===== src/rtl/pmem_line_arbiter.sv =====
// pmem_line_arbiter: serialises one-outstanding-per-port cache line reads and
// writes from NUM_PORTS L1 channels onto a single line-wide physical memory
// port. Selection is round-robin or fixed priority. The winning request is
// latched for the whole memory transaction, and the response is returned to
// the granted port only.
module pmem_line_arbiter #(
  parameter int NUM_PORTS  = 2,
  parameter int LINE_WIDTH = 256,
  parameter int ADDR_WIDTH = 32,
  parameter int RR_MODE    = 1
) (
  input  logic                             clk,
  input  logic                             rst_n,
  input  logic [NUM_PORTS-1:0]             port_read,
  input  logic [NUM_PORTS-1:0]             port_write,
  input  logic [NUM_PORTS*ADDR_WIDTH-1:0]  port_address,
  input  logic [NUM_PORTS*LINE_WIDTH-1:0]  port_wdata,
  output logic [NUM_PORTS-1:0]             port_resp,
  output logic [LINE_WIDTH-1:0]            port_rdata,
  output logic [NUM_PORTS-1:0]             port_error,
  output logic                             pmem_read,
  output logic                             pmem_write,
  output logic [ADDR_WIDTH-1:0]            pmem_address,
  output logic [LINE_WIDTH-1:0]            pmem_wdata,
  input  logic                             pmem_resp,
  input  logic [LINE_WIDTH-1:0]            pmem_rdata,
  input  logic                             pmem_error
);

  localparam int GW = (NUM_PORTS > 1) ? $clog2(NUM_PORTS) : 1;
  localparam logic [GW-1:0] LAST_IDX = GW'(NUM_PORTS - 1);

  typedef enum logic [1:0] {
    S_IDLE = 2'd0,
    S_BUSY = 2'd1,
    S_RESP = 2'd2
  } state_t;

  state_t                  state_q, state_d;
  logic [GW-1:0]           grant_q, grant_d;
  logic [GW-1:0]           last_grant_q, last_grant_d;
  logic                    op_wr_q, op_wr_d;
  logic [ADDR_WIDTH-1:0]   addr_q, addr_d;
  logic [LINE_WIDTH-1:0]   wdata_q, wdata_d;
  logic [LINE_WIDTH-1:0]   rdata_q, rdata_d;
  logic                    err_q, err_d;

  logic [NUM_PORTS-1:0]    req;
  logic                    any_req;
  logic [GW-1:0]           win;
  logic [GW-1:0]           cand;
  logic                    found;
  logic [ADDR_WIDTH-1:0]   win_addr;
  logic [LINE_WIDTH-1:0]   win_wdata;

  // A port with both read and write set is treated as a write.
  assign req     = port_read | port_write;
  assign any_req = |req;

  // Winner selection: rotating search after the last grant, or lowest index.
  always_comb begin
    win   = '0;
    cand  = last_grant_q;
    found = 1'b0;
    if (RR_MODE != 0) begin
      for (int k = 0; k < NUM_PORTS; k++) begin
        cand = (cand == LAST_IDX) ? '0 : cand + 1'b1;
        if (!found && req[cand]) begin
          win   = cand;
          found = 1'b1;
        end
      end
    end else begin
      for (int i = NUM_PORTS - 1; i >= 0; i--) begin
        if (req[i]) begin
          win = GW'(i);
        end
      end
    end
  end

  // Route the winning port's address and write line toward the latches.
  always_comb begin
    win_addr  = port_address[int'(win)*ADDR_WIDTH +: ADDR_WIDTH];
    win_wdata = port_wdata[int'(win)*LINE_WIDTH +: LINE_WIDTH];
  end

  // State and transaction registers; data is cleared too so idle outputs are 0.
  always_ff @(posedge clk) begin
    if (!rst_n) begin
      state_q      <= S_IDLE;
      grant_q      <= '0;
      last_grant_q <= LAST_IDX;
      op_wr_q      <= 1'b0;
      addr_q       <= '0;
      wdata_q      <= '0;
      rdata_q      <= '0;
      err_q        <= 1'b0;
    end else begin
      state_q      <= state_d;
      grant_q      <= grant_d;
      last_grant_q <= last_grant_d;
      op_wr_q      <= op_wr_d;
      addr_q       <= addr_d;
      wdata_q      <= wdata_d;
      rdata_q      <= rdata_d;
      err_q        <= err_d;
    end
  end

  // Next-state logic: grant in IDLE, wait for memory in BUSY, one-cycle RESP.
  always_comb begin
    state_d      = state_q;
    grant_d      = grant_q;
    last_grant_d = last_grant_q;
    op_wr_d      = op_wr_q;
    addr_d       = addr_q;
    wdata_d      = wdata_q;
    rdata_d      = rdata_q;
    err_d        = err_q;
    case (state_q)
      S_IDLE: begin
        if (any_req) begin
          state_d      = S_BUSY;
          grant_d      = win;
          last_grant_d = win;
          op_wr_d      = port_write[win];
          addr_d       = win_addr;
          wdata_d      = win_wdata;
        end
      end
      S_BUSY: begin
        // Port inputs are deliberately not looked at here; the latched copy rules.
        if (pmem_resp) begin
          state_d = S_RESP;
          rdata_d = pmem_rdata;
          err_d   = pmem_error;
        end
      end
      S_RESP: begin
        state_d = S_IDLE;
      end
      default: begin
        state_d = S_IDLE;
      end
    endcase
  end

  // Outputs decode only registered state, so no input reaches an output directly.
  always_comb begin
    pmem_read    = (state_q == S_BUSY) && !op_wr_q;
    pmem_write   = (state_q == S_BUSY) && op_wr_q;
    pmem_address = addr_q;
    pmem_wdata   = wdata_q;
    port_rdata   = rdata_q;
    port_resp    = '0;
    port_error   = '0;
    if (state_q == S_RESP) begin
      port_resp[grant_q]  = 1'b1;
      port_error[grant_q] = err_q;
    end
  end

endmodule


===== config.mk =====
export PLATFORM = sky130hd
export DESIGN_NAME = pmem_line_arbiter
export DESIGN_NICKNAME = d
export VERILOG_FILES = /design/src/rtl/pmem_line_arbiter.sv
export SDC_FILE = /design/constraint.sdc
export NUM_CORES = 1
export LEC_CHECK = 0
export ABC_CLOCK_PERIOD_IN_PS = 3600
export BUFFER_PORTS_ARGS = -buffer_cell sky130_fd_sc_hd__buf_2
export CAP_MARGIN = 20
export CORE_AREA = 2 2 538 540
export CTS_CLUSTER_SIZE = 12
export DETAILED_ROUTE_END_ITERATION = 7
export DIE_AREA = 0 0 540 542
export GPL_ROUTABILITY_DRIVEN = 1
export SLEW_MARGIN = 20
export SYNTH_ARGS = -nofsm -noshare
export SYNTH_HDL_FRONTEND = slang
export SYNTH_SLANG_ARGS = --single-unit

===== constraint.sdc =====
create_clock -name clk -period 3.6 [get_ports clk]
set_clock_uncertainty 0.1 [all_clocks]
set_input_delay 0.18 -clock clk [delete_from_list [all_inputs] [get_ports clk]]
set_output_delay 0.18 -clock clk [all_outputs]
set_load 0.02 [all_outputs]

# Word-level counts from Yosys, hierarchy flattened
# Index checks and enable logic that the tools add are counted.
[classes]
add_sub_neg = 2
n_reduce_logical = 11
mux = 18
shift = 2
order_cmp = 5
n_bitwise = 2
eq_ne = 4
[ops]
columns = ["operator", "count"]
rows = [
  ["indexed part select 512 x 10 -> 256 bit", 1],
  ["indexed part select 64 x 7 -> 32 bit", 1],
  ["two-way mux 1 bit", 12],
  ["< comparator 1 x 2 -> 1 bit (second input constant)", 4],
  ["two-way mux 2 bit", 4],
  ["AND reduction 2 bit", 3],
  ["logical AND 1 bit", 4],
  ["inequality test 2 bit (second input constant)", 2],
  ["one-hot mux 2 bit (2 select lines)", 1],
  ["adder 1 bit (second input constant)", 2],
  ["bitwise AND 2 bit", 1],
  ["== test 2 x 1 -> 1 bit (second input constant)", 1],
  ["== test 2 bit (second input constant)", 1],
  ["zero test 1 bit", 2],
  ["zero test 2 bit", 1],
  ["OR 2 bit", 1],
  ["OR reduction 2 bit", 1],
  ["demux 1 bit (select 1 bit)", 1],
  [">= comparator 1 bit (second input constant)", 1],
]
[word_totals]
in_bits = 840
output_inout_bits = 550
word_cells = 52
regBits = 550

# Longest topological paths before layout
[depth]
ltp_word = 10
ltp_mapped = 6
depth_no_buf = 3

# Least setup slack after synthesis
# No wires, ideal clock.
[synth_timing]
path_kind = "register to register"
start = "reg state_q[1]"
end = "reg wdata_q[100], in the netlist pmem_wdata[100]"
arrival_time_ns = 1.391
slack_ns = 1.967
stages_incl_launch_ff = 6
path_cell_list = "dfxtp_1 or2_2 nor2_1 clkbuf_1 buf_1 a311oi_1"
[synth_via]
elab_chain_cells = 2
[synth_lines]
columns = ["element", "line_no", "rtl"]
rows = [
  ["start, declared", "39", "state_t state_q, state_d;"],
  ["start signal, assigned", "100", "state_q <= state_d;"],
  ["zero test 2 bit", "121", "case (state_q)"],
  ["AND reduction 2 bit (no source line)", "n/a", ""],
  ["end signal, assigned", "105", "wdata_q <= wdata_d;"],
  ["end, declared", "44", "logic [LINE_WIDTH-1:0] wdata_q, wdata_d;"],
]
# Every way passes these cells.
# A chain may end at the register's enable or synchronous reset.

# Worst setup path in the final report
[layout_timing]
start = "reg state_q[1]"
end = "reg wdata_q[143], in the netlist pmem_wdata[143]"
# Same word-level chain as after synthesis.

==> impl_summary.md <==
Logic synthesis
The share of the synthesized area in the top cell type is about half. The post-synthesis instance area is roughly 0.023 sq mm. The post-synth net total is between 3000 and 4000.

The share of the synthesized area in compound gates (AO/OA/AOI/OAI) is 29.6%. The yosys synthesis warning count is 0. The largest area contributor in the synthesized netlist is dfxtp_1. The post-synthesis average cell area is 8.01 sq um. The fraction of synthesis flops using an asynchronous set or reset pin is 0%.

The portion of the post-synthesis area used by sequential elements is around 48%. Yosys attributes the largest share of cell area to dfxtp_1 (48%), a21oi_1 (12%), a311oi_1 (11%), nand2_1 (8.5%), o21ai_0 (6.4%). The xor and xnor fraction of the mapped netlist area is 0%.

Sorting the synthesized cells by how often they occur yields dfxtp_1 (550), a21oi_1 (547), nand2_1 (515). The number of standard cells after synthesis is around 2800. The area share of fa/ha/maj cells after synthesis is 0%. The count of different cell masters after synthesis is 27. Measured against the total synthesized area, the mux share comes to 0%. By instance count, the leading cell after synthesis is dfxtp_1.

By area, the combinational part of the netlist is dominated by compound AO/OA/AOI/OAI gates. For this run, the leading register cell type out of synthesis is dfxtp_1. After Yosys synthesis, and, or, nand and nor cells account for roughly 15% of the synthesized area.

The number of enable-type register cells in the synthesized netlist is 0. The total of flip-flops plus latches after synthesis is 550.

Die
The die extent in x is 540 microns. The floorplan has around 200 rows. The area of the placeable core is between 0.2 and 0.3 sq mm.

The initial utilization of the core area, before any placement, comes to just under 8%. The area enclosed by the die boundary is about 0.3 sq mm. Pin placement for this block handled about 1400 I/O pins. The floorplan die height is roughly 540 microns.

Detailed routing
The count of nets left with antenna violations once routing finished came out at 0. The mean routed wirelength per cell is around 24 microns. The violation count after the first detailed-route iteration is around 3200. The final layout contains routed wiring with a total length of about 210000 microns.

The number of detailed-route iterations in the first pass is 6. The via density per instance is ~3.8. Detailed routing inserted a total of 33373 vias. The number of DRC violations after detailed routing is 0.

Final layout
For this run, the post-layout net count is between 5000 and 6000. Compared with the post-synthesis result, the final layout area differs by 98.0%. Cells fill between 10% and 20% of the core in the end. Cells with a size suffix above 1 make up around a third of the layout.

Clock network
The total clock sinks is 550. The number of buffers added by the clock tree synthesis step is 72. The CTS root buffer is clkbuf_16. The clock reaches the later pin of the worst-skew pair after approximately 0.76 ns. The H-tree level count is 3. The register clock-pin slew on the reported worst setup and hold paths is 0.06 ns. The buffer depth of the longest clock path is 4. After clock tree synthesis, the flow added hold-fix buffers numbering about 880. The clock tree from TritonCTS is yes.

The post-CTS resize count is 0. Post-CTS timing repair inserted 0 buffers for setup.

Placement
The placed wire-length estimate is around 160000 microns. During placement, the flow inserted port buffers numbering approximately 1400. The final RePlAce weighted congestion is approximately 0.95.

STA
At the pin with the least slew margin, the transition time is about 0.9 ns. The worst hold margin is roughly 0.11 ns. The setup TNS after final layout is 0 ns.

The number of hold violations in the final report is 0. Counting I/O delays and the setup requirement, the final critical path takes 2.90 ns. The setup-violating endpoint count in the final report is 0.

The number of pins exceeding their max-slew limit in the final report is 0. Timing would allow up to between 300 and 400 MHz. The part of the cycle the worst path needs is between 80% and 90%. Measured against its own limit, the worst slew margin works out to between 40% and 50%. Setup repair after global routing left no endpoint under its margin.

Critical path
In this run the worst path has a maximum fanout of 65. The slack of the worst reg-to-reg path is around 0.7 ns. The data required time at the worst endpoint is just over 4 ns. The arrival time at the worst endpoint is about 3.4 ns.

The kind of start point of the critical path is a flop. The worst setup path is of the flop to flop kind. The worst setup path is captured at a flop.

GRT
The first global-routing pass estimated between 200000 and 300000 microns of wire. The initial antenna violation count is 235. The largest net degree at the start of global routing is around 140. The total congestion overflow is 0. The number of global-route vias before repair is ~31000. Across every metal layer, demand over resource in global routing totals around 13%.

Power and ir drop
The leakage power is roughly 0.019 uW. The total power per unit cell area is about 440 mW/mm^2. IR analysis of the VDD net gives a maximum drop of 320 uV.

Flow run
The max capacitance violation total is 0.

Worst hold path
The tightest min-delay check is of the input pin to flop type.

Status
The run finished with clean final reports.
-- worst max-delay path, stage by stage (launching register included) --
cell	delay, ns
dfxtp_1	0.37
or2_2	0.36
nor2_4	0.31
buf_4	0.68
a311oi_1	0.26
dlygate4sd3_1	0.64
-- worst paths after layout --
| path | to | startpoint | cells after the start |
|---|---|---|---|
| max | pmem_wdata[143] | state_q[1] | 5 |
| min | port_rdata[249] | pmem_rdata[249] | 4 |
| max reg2reg | pmem_wdata[143] | state_q[1] | 5 |
| min reg2reg | port_rdata[99] | port_rdata[99] | 2 |
-- final cells by class --
class                      instances  area (sq um)
inverter                           2          15.0
clock inverter                    14           135
multi-input combinational       1954         10300
fill                           32429        242000
tap                             3781          4730
sequential                       550         11000
antenna                           79           198
timing repair buffer            2344         16700
clock buffer                     103          2050
-- state kept, by name, summed over array words and instances, names as in the netlist --
name	flops
err_q	1
port_rdata	256
last_grant_q	1
grant_q	1
op_wr_q	1
state_q	2
pmem_address	32
pmem_wdata	256
-- stage by stage --
step	instance area [sq um]	total power, uW	cells	setup WS [ns]
floorplan	22800	9370	2846	1.97
global placement	33900	11600	7748	1.35
detailed placement	33900	11600	7748	1.28
CTS	44900	19800	8748	0.717
global route	45000	20500	8788	0.555
finish	45100	19700	8827	0.702
-- metal layers --
layer  wire [microns]  track usage [%]  part of all wire [%]  vias up
li1                 -                -                     -    14582
met1            70800             13.6                    34    15495
met2            88700             20.6                    42     2335
met3            31500             8.24                    15      775
met4            17000             9.09                   8.1      186
met5             1210                0                  0.58        -
-- power by group --
part | switching (uW) | internal (uW)
clock network | 2990 | 4020
logic | 3340 | 2340
registers | 359 | 6660
total | 6700 | 13000
-- cell usage in the layout (no fill, tap or decap), types with 4 or more instances in the layout --
cell type      count
nand2_1          515
nand3_1          290
diode_2           79
buf_4             42
dlygate4sd3_1    883
o21ai_0          290
dfxtp_1          550
a21oi_1          547
clkbuf_1          20
buf_12            30
clkbuf_16         74
clkinv_2           4
nor2_1             4
a311oi_1         289
buf_2           1389
clkbuf_8           9
-- logic make-up (layout without fill, tap and decap cells) --
| kind of cell | count (synthesis) | in the layout |
|---|---|---|
| AO/OA/AOI/OAI | 1130 | 1130 |
| AND/OR/NAND/NOR | 824 | 824 |
| flip-flops | 550 | 550 |
| other | 0 | 79 |
| buffers and inverters | 342 | 2463 |
Power figures use the tool's default switching activity.
